## src/rtl/multi_push_sm_pkg.sv

```systemverilog
// multi_push_sm_pkg: shared state encoding, CRC-8 polynomial and CRC-8 helper function
package multi_push_sm_pkg;

    typedef enum logic [1:0] {
        IDLE = 2'd0,
        PUSH = 2'd1,
        CRC  = 2'd2
    } state_t;

    localparam logic [7:0] CRC8_POLY = 8'h07;

    // CRC-8, init 0, MSB-first over the low 'width' bits of data, no reflection, no final XOR
    function automatic logic [7:0] crc8(input logic [63:0] data, input int width);
        logic [7:0] c;
        c = '0;
        for (int i = 63; i >= 0; i--)
            if (i < width)
                c = {c[6:0], 1'b0} ^ ((c[7] ^ data[i]) ? CRC8_POLY : 8'h00);
        return c;
    endfunction

endpackage

```

## src/rtl/multi_push_sm_if.sv

```systemverilog
// multi_push_sm_if: payload input, per-channel push and CRC result handshakes
interface multi_push_sm_if #(
    parameter int NUM_CH = 2,
    parameter int DATA_W = 8
);
    logic              in_valid;
    logic              in_ready;
    logic [DATA_W-1:0] in_data;
    logic [NUM_CH-1:0] ch_valid;
    logic [NUM_CH-1:0] ch_ready;
    logic [DATA_W-1:0] ch_data;
    logic              crc_valid;
    logic              crc_ready;
    logic [7:0]        crc_out;
    logic              busy;
    logic              skip_err;

    modport master (
        output in_valid, in_data, ch_ready, crc_ready,
        input  in_ready, ch_valid, ch_data, crc_valid, crc_out, busy, skip_err
    );

    modport slave (
        input  in_valid, in_data, ch_ready, crc_ready,
        output in_ready, ch_valid, ch_data, crc_valid, crc_out, busy, skip_err
    );
endinterface

```

## src/rtl/multi_push_sm_crc8_comb.sv

```systemverilog
// crc8_comb: combinational CRC-8 of a DATA_W-bit word
module crc8_comb
    import multi_push_sm_pkg::*;
#(
    parameter int DATA_W = 8
) (
    input  logic [DATA_W-1:0] data,
    output logic [7:0]        crc
);
    assign crc = crc8(64'(data), DATA_W);
endmodule

```

## src/rtl/multi_push_sm.sv

```systemverilog
// multi_push_sm: captures a payload, pushes it to each channel in order, then offers its CRC-8 (optional per-channel timeout: PUSH_SM_TIMEOUT_EN)
module multi_push_sm
    import multi_push_sm_pkg::*;
#(
    parameter int NUM_CH  = 2,
    parameter int DATA_W  = 8,
    parameter int TIMEOUT = 16
) (
    input logic           clk,
    input logic           rst,
    multi_push_sm_if.slave bus
);
    localparam int IDX_W = NUM_CH > 1 ? $clog2(NUM_CH) : 1;

    state_t            state;
    logic [IDX_W-1:0]  ch_idx;
    logic [NUM_CH-1:0] ch_valid;
    logic [DATA_W-1:0] ch_data;
    logic [7:0]        crc_out;
    logic [7:0]        crc_next;
    logic              in_ready;
    logic              crc_valid;
    logic              busy;
    logic              skip_err;
    logic              adv;
    logic              last;

    crc8_comb #(.DATA_W(DATA_W)) u_crc (
        .data(bus.in_data),
        .crc (crc_next)
    );

    assign last = ch_idx == IDX_W'(NUM_CH - 1);

`ifdef PUSH_SM_TIMEOUT_EN
    localparam int CNT_W = $clog2(TIMEOUT + 1);

    logic [CNT_W-1:0] cnt;
    logic             expired;

    assign expired = cnt == CNT_W'(TIMEOUT - 1);
    assign adv     = bus.ch_ready[ch_idx] | expired;

    // per-channel cycle counter; a channel that never accepts is skipped and flagged stickily
    always_ff @(posedge clk) begin
        if (rst) begin
            cnt      <= '0;
            skip_err <= 1'b0;
        end else if (state == PUSH) begin
            cnt <= adv ? '0 : cnt + 1'b1;
            if (expired && !bus.ch_ready[ch_idx])
                skip_err <= 1'b1;
        end else begin
            cnt <= '0;
        end
    end
`else
    assign adv      = bus.ch_ready[ch_idx];
    assign skip_err = 1'b0;
`endif

    // state machine with registered handshake outputs; ch_valid is a one-hot that shifts per accept
    always_ff @(posedge clk) begin
        if (rst) begin
            state     <= IDLE;
            ch_idx    <= '0;
            ch_data   <= '0;
            crc_out   <= '0;
            ch_valid  <= '0;
            crc_valid <= 1'b0;
            busy      <= 1'b0;
            in_ready  <= 1'b1;
        end else begin
            case (state)
                IDLE: if (bus.in_valid) begin
                    state    <= PUSH;
                    ch_idx   <= '0;
                    ch_data  <= bus.in_data;
                    crc_out  <= crc_next;
                    ch_valid <= NUM_CH'(1);
                    busy     <= 1'b1;
                    in_ready <= 1'b0;
                end
                PUSH: if (adv) begin
                    if (last) begin
                        state     <= CRC;
                        ch_valid  <= '0;
                        crc_valid <= 1'b1;
                    end else begin
                        ch_idx   <= ch_idx + 1'b1;
                        ch_valid <= ch_valid << 1;
                    end
                end
                CRC: if (bus.crc_ready) begin
                    state     <= IDLE;
                    crc_valid <= 1'b0;
                    busy      <= 1'b0;
                    in_ready  <= 1'b1;
                end
                default: begin
                    state     <= IDLE;
                    ch_idx    <= '0;
                    ch_valid  <= '0;
                    crc_valid <= 1'b0;
                    busy      <= 1'b0;
                    in_ready  <= 1'b1;
                end
            endcase
        end
    end

    assign bus.in_ready  = in_ready;
    assign bus.ch_valid  = ch_valid;
    assign bus.ch_data   = ch_data;
    assign bus.crc_valid = crc_valid;
    assign bus.crc_out   = crc_out;
    assign bus.busy      = busy;
    assign bus.skip_err  = skip_err;

endmodule

```

## src/flat_wrapper.sv

```systemverilog
// flat-port wrapper written by rule: the top's interface ports become plain ports
module multi_push_sm_flat import multi_push_sm_pkg::*;
#(
    parameter int NUM_CH  = 2,
    parameter int DATA_W  = 8,
    parameter int TIMEOUT = 16
)
  (clk, rst, bus_in_valid, bus_in_data, bus_ch_ready, bus_crc_ready, bus_in_ready, bus_ch_valid, bus_ch_data, bus_crc_valid, bus_crc_out, bus_busy, bus_skip_err);
  multi_push_sm_if #(.NUM_CH(NUM_CH), .DATA_W(DATA_W)) bus_i ();
  input logic clk;
  input logic rst;
  input wire logic [$bits(bus_i.in_valid)-1:0] bus_in_valid;
  input wire logic [$bits(bus_i.in_data)-1:0] bus_in_data;
  input wire logic [$bits(bus_i.ch_ready)-1:0] bus_ch_ready;
  input wire logic [$bits(bus_i.crc_ready)-1:0] bus_crc_ready;
  output wire logic [$bits(bus_i.in_ready)-1:0] bus_in_ready;
  output wire logic [$bits(bus_i.ch_valid)-1:0] bus_ch_valid;
  output wire logic [$bits(bus_i.ch_data)-1:0] bus_ch_data;
  output wire logic [$bits(bus_i.crc_valid)-1:0] bus_crc_valid;
  output wire logic [$bits(bus_i.crc_out)-1:0] bus_crc_out;
  output wire logic [$bits(bus_i.busy)-1:0] bus_busy;
  output wire logic [$bits(bus_i.skip_err)-1:0] bus_skip_err;
  assign bus_i.in_valid = bus_in_valid;
  assign bus_i.in_data = bus_in_data;
  assign bus_i.ch_ready = bus_ch_ready;
  assign bus_i.crc_ready = bus_crc_ready;
  assign bus_in_ready = bus_i.in_ready;
  assign bus_ch_valid = bus_i.ch_valid;
  assign bus_ch_data = bus_i.ch_data;
  assign bus_crc_valid = bus_i.crc_valid;
  assign bus_crc_out = bus_i.crc_out;
  assign bus_busy = bus_i.busy;
  assign bus_skip_err = bus_i.skip_err;
  multi_push_sm #(.NUM_CH(NUM_CH), .DATA_W(DATA_W), .TIMEOUT(TIMEOUT)) u_core (.clk(clk), .rst(rst), .bus(bus_i));
endmodule
```

## config.mk

```make
export PLATFORM = sky130hd
export DESIGN_NAME = multi_push_sm_flat
export DESIGN_NICKNAME = d
export VERILOG_FILES = /design/src/rtl/multi_push_sm_pkg.sv /design/src/rtl/multi_push_sm_if.sv /design/src/rtl/multi_push_sm_crc8_comb.sv /design/src/rtl/multi_push_sm.sv /design/src/flat_wrapper.sv
export SDC_FILE = /design/constraint.sdc
export NUM_CORES = 1
export LEC_CHECK = 0
export BUFFER_PORTS_ARGS = -buffer_cell sky130_fd_sc_hd__buf_2
export CAP_MARGIN = 20
export CORE_ASPECT_RATIO = 1.75
export CORE_MARGIN = 8
export CORE_UTILIZATION = 25
export DETAILED_ROUTE_END_ITERATION = 16
export GPL_ROUTABILITY_DRIVEN = 0
export HOLD_SLACK_MARGIN = 0.12
export PLACE_DENSITY = 0.57
export SKIP_CTS_REPAIR_TIMING = 1
export SLEW_MARGIN = 40
export SYNTH_ARGS = -nofsm -noshare
export SYNTH_HDL_FRONTEND = slang
export SYNTH_HIERARCHICAL = 1
export SYNTH_SLANG_ARGS = --single-unit
```

## constraint.sdc

```tcl
create_clock -name clk -period 1.5 [get_ports clk]
set_input_delay 0 -clock clk [delete_from_list [all_inputs] [get_ports clk]]
set_output_delay 0 -clock clk [all_outputs]
set_load 0.01 [all_outputs]
```

# Word-level counts from Yosys, hierarchy flattened
# Cells that the tools add are included.
op_classes:
  addsub: 1
  multipliers: 0
  n_div: 0
  order_cmp: 1
  eq_ne: 6
  shift: 0
  mux: 30
  bitwise: 17
  n_reduce_logical: 6
op_table:
  columns: ["cell", "count"]
  rows:
  - ["two-way mux 3 bit", 8]
  - ["bitwise XOR 8 x 3 -> 8 bit", 3]
  - ["two-way mux 2 bit", 6]
  - ["one-hot mux 1 bit (3 select lines)", 4]
  - ["one-hot mux 2 bit (3 select lines)", 2]
  - ["two-way mux 1 bit", 10]
  - ["AND reduction 4 bit", 2]
  - ["bitwise XOR 7 x 3 -> 7 bit", 1]
  - ["AND reduction 3 bit", 2]
  - ["bitwise XOR 6 x 3 -> 6 bit", 1]
  - ["bitwise XOR 1 bit (first input constant)", 5]
  - ["bitwise XOR 5 x 3 -> 5 bit", 1]
  - ["inequality test 2 x 1 -> 1 bit (second input constant)", 2]
  - ["inequality test 2 bit (second input constant)", 2]
  - ["bitwise XOR 4 x 3 -> 4 bit", 1]
  - ["NOT 1 bit", 3]
  - ["== test 2 x 1 -> 1 bit (second input constant)", 1]
  - ["== test 2 bit (second input constant)", 1]
  - ["logical NOT 2 bit", 1]
  - ["less-than comparator 1 x 2 -> 1 bit (second input constant)", 1]
  - ["AND reduction 2 bit", 1]
  - ["bitwise XOR 1 bit", 2]
  - ["adder 1 bit (second input constant)", 1]
word_totals:
  reg_bits: 24
  latchBits: 0
  ramBits: 0
  romBits: 0
  input_bits: 14
  out_inout_bits: 22
  word_cells: 69
  memories: 0

# Longest topological paths before layout
logic_depth:
  ltp_word: 13
  ltp_mapped: 5
  mapped_depth_nobuf: 4

# Cells and area by module
# The synthesis kept the hierarchy.
modules_own_cells:
  columns: ["module", "n_inst", "cells_per_inst", "area_each_um2", "seq_area_each_um2"]
  rows:
  - ["multi_push_sm", 1, 117, 954.7, 480.5]
  - ["crc8_comb", 1, 13, 128.9, 0.0]

# Least setup slack after synthesis
# OpenSTA, ideal clock, no wires.
synth_path:
  path_kind: "register -> register"
  startpoint: "reg u_core.state[0]"
  endpoint: "reg u_core.ch_data[0] (netlist: u_core/bus.ch_data[0])"
  t_arrival_ps: 1070
  path_slack_ps: 298
  path_stages_with_launch: 6
  path_buffers: 2
  synth_period_minus_slack_ps: 1202
  cell_sequence: "dfxtp_1 or3b_1 buf_2 buf_6 nand2_1 a21oi_1"
synth_via:
  elab_chain_cells: 2
synth_lines:
  columns: ["item", "line_no", "rtl"]
  rows:
  - ["start, declared", "multi_push_sm.sv:15", "state_t state;"]
  - ["start signal, assigned", "multi_push_sm.sv:65", "state <= IDLE;"]
  - ["start signal, assigned", "multi_push_sm.sv:76", "state <= PUSH;"]
  - ["start signal, assigned", "multi_push_sm.sv:86", "state <= CRC;"]
  - ["logical NOT 2 bit", "multi_push_sm.sv:74", "case (state)"]
  - ["AND reduction 2 bit (no source line)", null, null]
  - ["end signal, assigned", "multi_push_sm.sv:78", "ch_data <= bus.in_data;"]
  - ["end, declared", "multi_push_sm.sv:18", "logic [DATA_W-1:0] ch_data;"]
# Every way passes these cells.
# A chain may end at the register's enable or synchronous reset.

# Worst setup path in the final report
layout_path:
  startpoint: "in bus_in_valid"
  endpoint: "reg u_core.ch_data[3] (netlist: u_core/bus.ch_data[3])"
layout_via:
  elab_chain_cells: 1
layout_lines:
  columns: ["item", "line_no", "rtl"]
  rows:
  - ["start, declared", "flat_wrapper.sv:12", "input wire logic [$bits(bus_i.in_valid)-1:0] bus_in_valid;"]
  - ["AND reduction 2 bit (no source line)", null, null]
# Every way passes these cells.

==> flow_metrics.tcl <==
set metrics [dict create \
    r2r_slack_ns 0.20 \
    drt_iter0_drc 49 \
    synth_cells 130 \
    dp_hpwl_mm 1.94 \
    syn_avg_cell_area_um2 8.33 \
    start_kind "input pin" \
    crit_path_max_fanout 16 \
    synth_top_cell_area_share 0.443 \
    rr_worst_depth 3 \
    rows 31 \
    slew_headroom 0.636 \
    ys_ff_latch 24 \
    cts.sinks 24 \
    diodes 0 \
    drc 0 \
    crit_path_end_kind "flip-flop" \
    grt_setup_unrepaired "false" \
    start_util 0.261 \
    grt_max_degree 26 \
    portBuffers 34 \
    final_util 0.353 \
    synth-main-ff-cell "dfxtp_1" \
    synth.net_count 144 \
    synth_edf_count 0 \
    r2r_start "u_core/state[0]$_SDFFE_PP0P_" \
    placed_area_um2 1290 \
    p_per_area_nw_per_um2 986 \
    hold-path-cell-count 2 \
    cap_violations 0 \
    maxClockFrequency_mhz 738 \
    endpoint "u_core/bus.ch_data[3]$_SDFFE_PP0P_" \
    hold_class "in2reg" \
    area_delta_synth_final_pct 35.2 \
    synth_most_common_cell "nand2_1" \
    yosys_warnings 6 \
    wl_mm 2.72 \
    numCtsBuffers 3 \
    worst-path-stages 5 \
    cts-root-buf "clkbuf_8" \
    num_vias 976 \
    crit_required_ns 1.64 \
    crit_start "bus_in_valid" \
    path_class "in2reg" \
    synth_area_um2 1080 \
    slew_violations 0 \
    cp_slowest_cell "or3b_1" \
    setup_viol 0 \
    finish.net_count 190 \
    ctsLongestPathBuffers 2 \
    synthArstFlopShare 0 \
    crit_arrival_ns 1.50 \
    fin_area_um2 1470 \
    cts_tree "built" \
    synthDistinctLibCells 26 \
    crit_chain "dlygate4sd3_1, buf_2, or3b_1, nand2_1, a21oi_1" \
    gr-total-overflow 0 \
    post-route-period-util 0.904 \
    worstMarginPinSlew_ns 0.546 \
    status "completed" \
    fin_crit_ns 1.36 \
    peakVddDrop_v 0.000448 \
    dieArea_um2 6780 \
    p_leak_nw 0.622 \
    final-hold-violation-count 0 \
    finClkSkew_ns 0.00281 \
    synthTopCellsByArea "dfxtp_1, nand2_1, a21oi_1" \
    yosysSeqAreaShare 0.443 \
    ant_nets 0 \
    synth.largest_area_cell "dfxtp_1" \
    synth_common_cells "nand2_1, dfxtp_1, a21oi_1, xnor2_1" \
    drive_gt1_frac 0.257 \
    viasPerCell 4.36 \
    regToRegEndpoint "u_core/bus.ch_data[3]$_SDFFE_PP0P_" \
    htreeDepth 1 \
    max_stage_delay_ns 0.60 \
    clk_latency_ns 0.27 \
    wire_per_inst_um 12.1 \
    core_um2 4150 \
    first_pass_iters 3 \
    cp_num_buf_inv 2 \
    grt_usage 0.0813 \
    grt_pass1_wl_mm 4.36 \
    setup-tns-final_ns 0 \
    antenna_found_initial 0 \
    die_x_um 65.8 \
    die_h_um 103 \
    cp_top_family "simple AND/OR/NAND/NOR gates" \
    ios 36 \
    clk_pin_slew_ns 0.09 \
    grt_pass1_vias 944 \
]
-- registers in the layout (all words and copies together), names as in the netlist --
name and cells:
u_core/state 2, u_core/bus.crc_valid 1, u_core/bus.ch_data 8, u_core/bus.in_ready 1, u_core/bus.ch_valid 2, u_core/ch_idx 1
u_core/bus.busy 1, u_core/bus.crc_out 8
-- cell usage in the layout (no fill, tap or decap), types with 2 or more instances in the layout --
master / count
a21oi_1: 23
buf_2: 34
buf_4: 3
clkbuf_8: 4
dfxtp_1: 24
dlygate4sd3_1: 12
nand2_1: 35
nand2b_1: 4
nand3_1: 2
nor2_1: 3
nor2b_1: 2
o21ai_0: 4
o21bai_1: 2
xnor2_1: 11
-- layout make-up --
class	count	area [um2]
multi-input cells	98	556
fillers	444	2690
flip-flops and latches	24	480
clock buffers	4	55.1
repair buffers	49	313
well taps	49	61.3
-- worst reg2reg max path: cells and delay by family, from the launching register on --
kind / cells / cell delay [ns]
AND/OR/NAND/NOR: 2 / 0.78
flip-flops: 1 / 0.31
AO/OA/AOI/OAI: 1 / 0.08
-- routing by layer --
layer  vias up  track usage  share of wire
li1        514            -              -
met1       432       0.0976           0.44
met2        26        0.132           0.48
met3         4       0.0207          0.070
met4         0       0.0355          0.014
met5         -            0              0
-- worst min path at each step --
stage / start / endpoint / slack [ns]
after global routing: rst / u_core/bus.crc_out[2]$_SDFFE_PP0P_ / 0.20
after floorplan: rst / u_core/state[0]$_SDFFE_PP0P_ / 0.08
after global placement: bus_ch_ready[0] / u_core/ch_idx$_SDFFE_PP0P_ / 0.28
after detailed placement: bus_ch_ready[0] / u_core/ch_idx$_SDFFE_PP0P_ / 0.29
final: rst / u_core/bus.crc_out[3]$_SDFFE_PP0P_ / 0.17
after CTS: bus_in_data[4] / u_core/bus.ch_data[4]$_SDFFE_PP0P_ / -0.0007
-- through the flow --
step | hold WS, ns | power (mW) | std cells | setup slack (ns)
after floorplan | 0.0768 | 0.893 | 130 | 0.298
after global placement | 0.276 | 0.987 | 208 | 0.230
after detailed placement | 0.285 | 0.990 | 208 | 0.206
after CTS | -0.000739 | 1.43 | 212 | 0.197
after global routing | 0.198 | 1.53 | 224 | 0.0464
final | 0.169 | 1.44 | 224 | 0.144
-- logic make-up after synthesis --
family                    synth area share
AOI/OAI and AO/OA                    0.154
and+or+nand+nor                      0.227
muxes                              0.00924
xor gates and xnor gates             0.119
other                              0.00346
DFF                                  0.443
buffers and inverters               0.0439
-- power by group --
part	switching (mW)	total (mW)	internal [mW]
registers	0.0221	0.702	0.680
clock network	0.216	0.451	0.234
logic	0.151	0.292	0.140
Power figures use the tool's default switching activity.
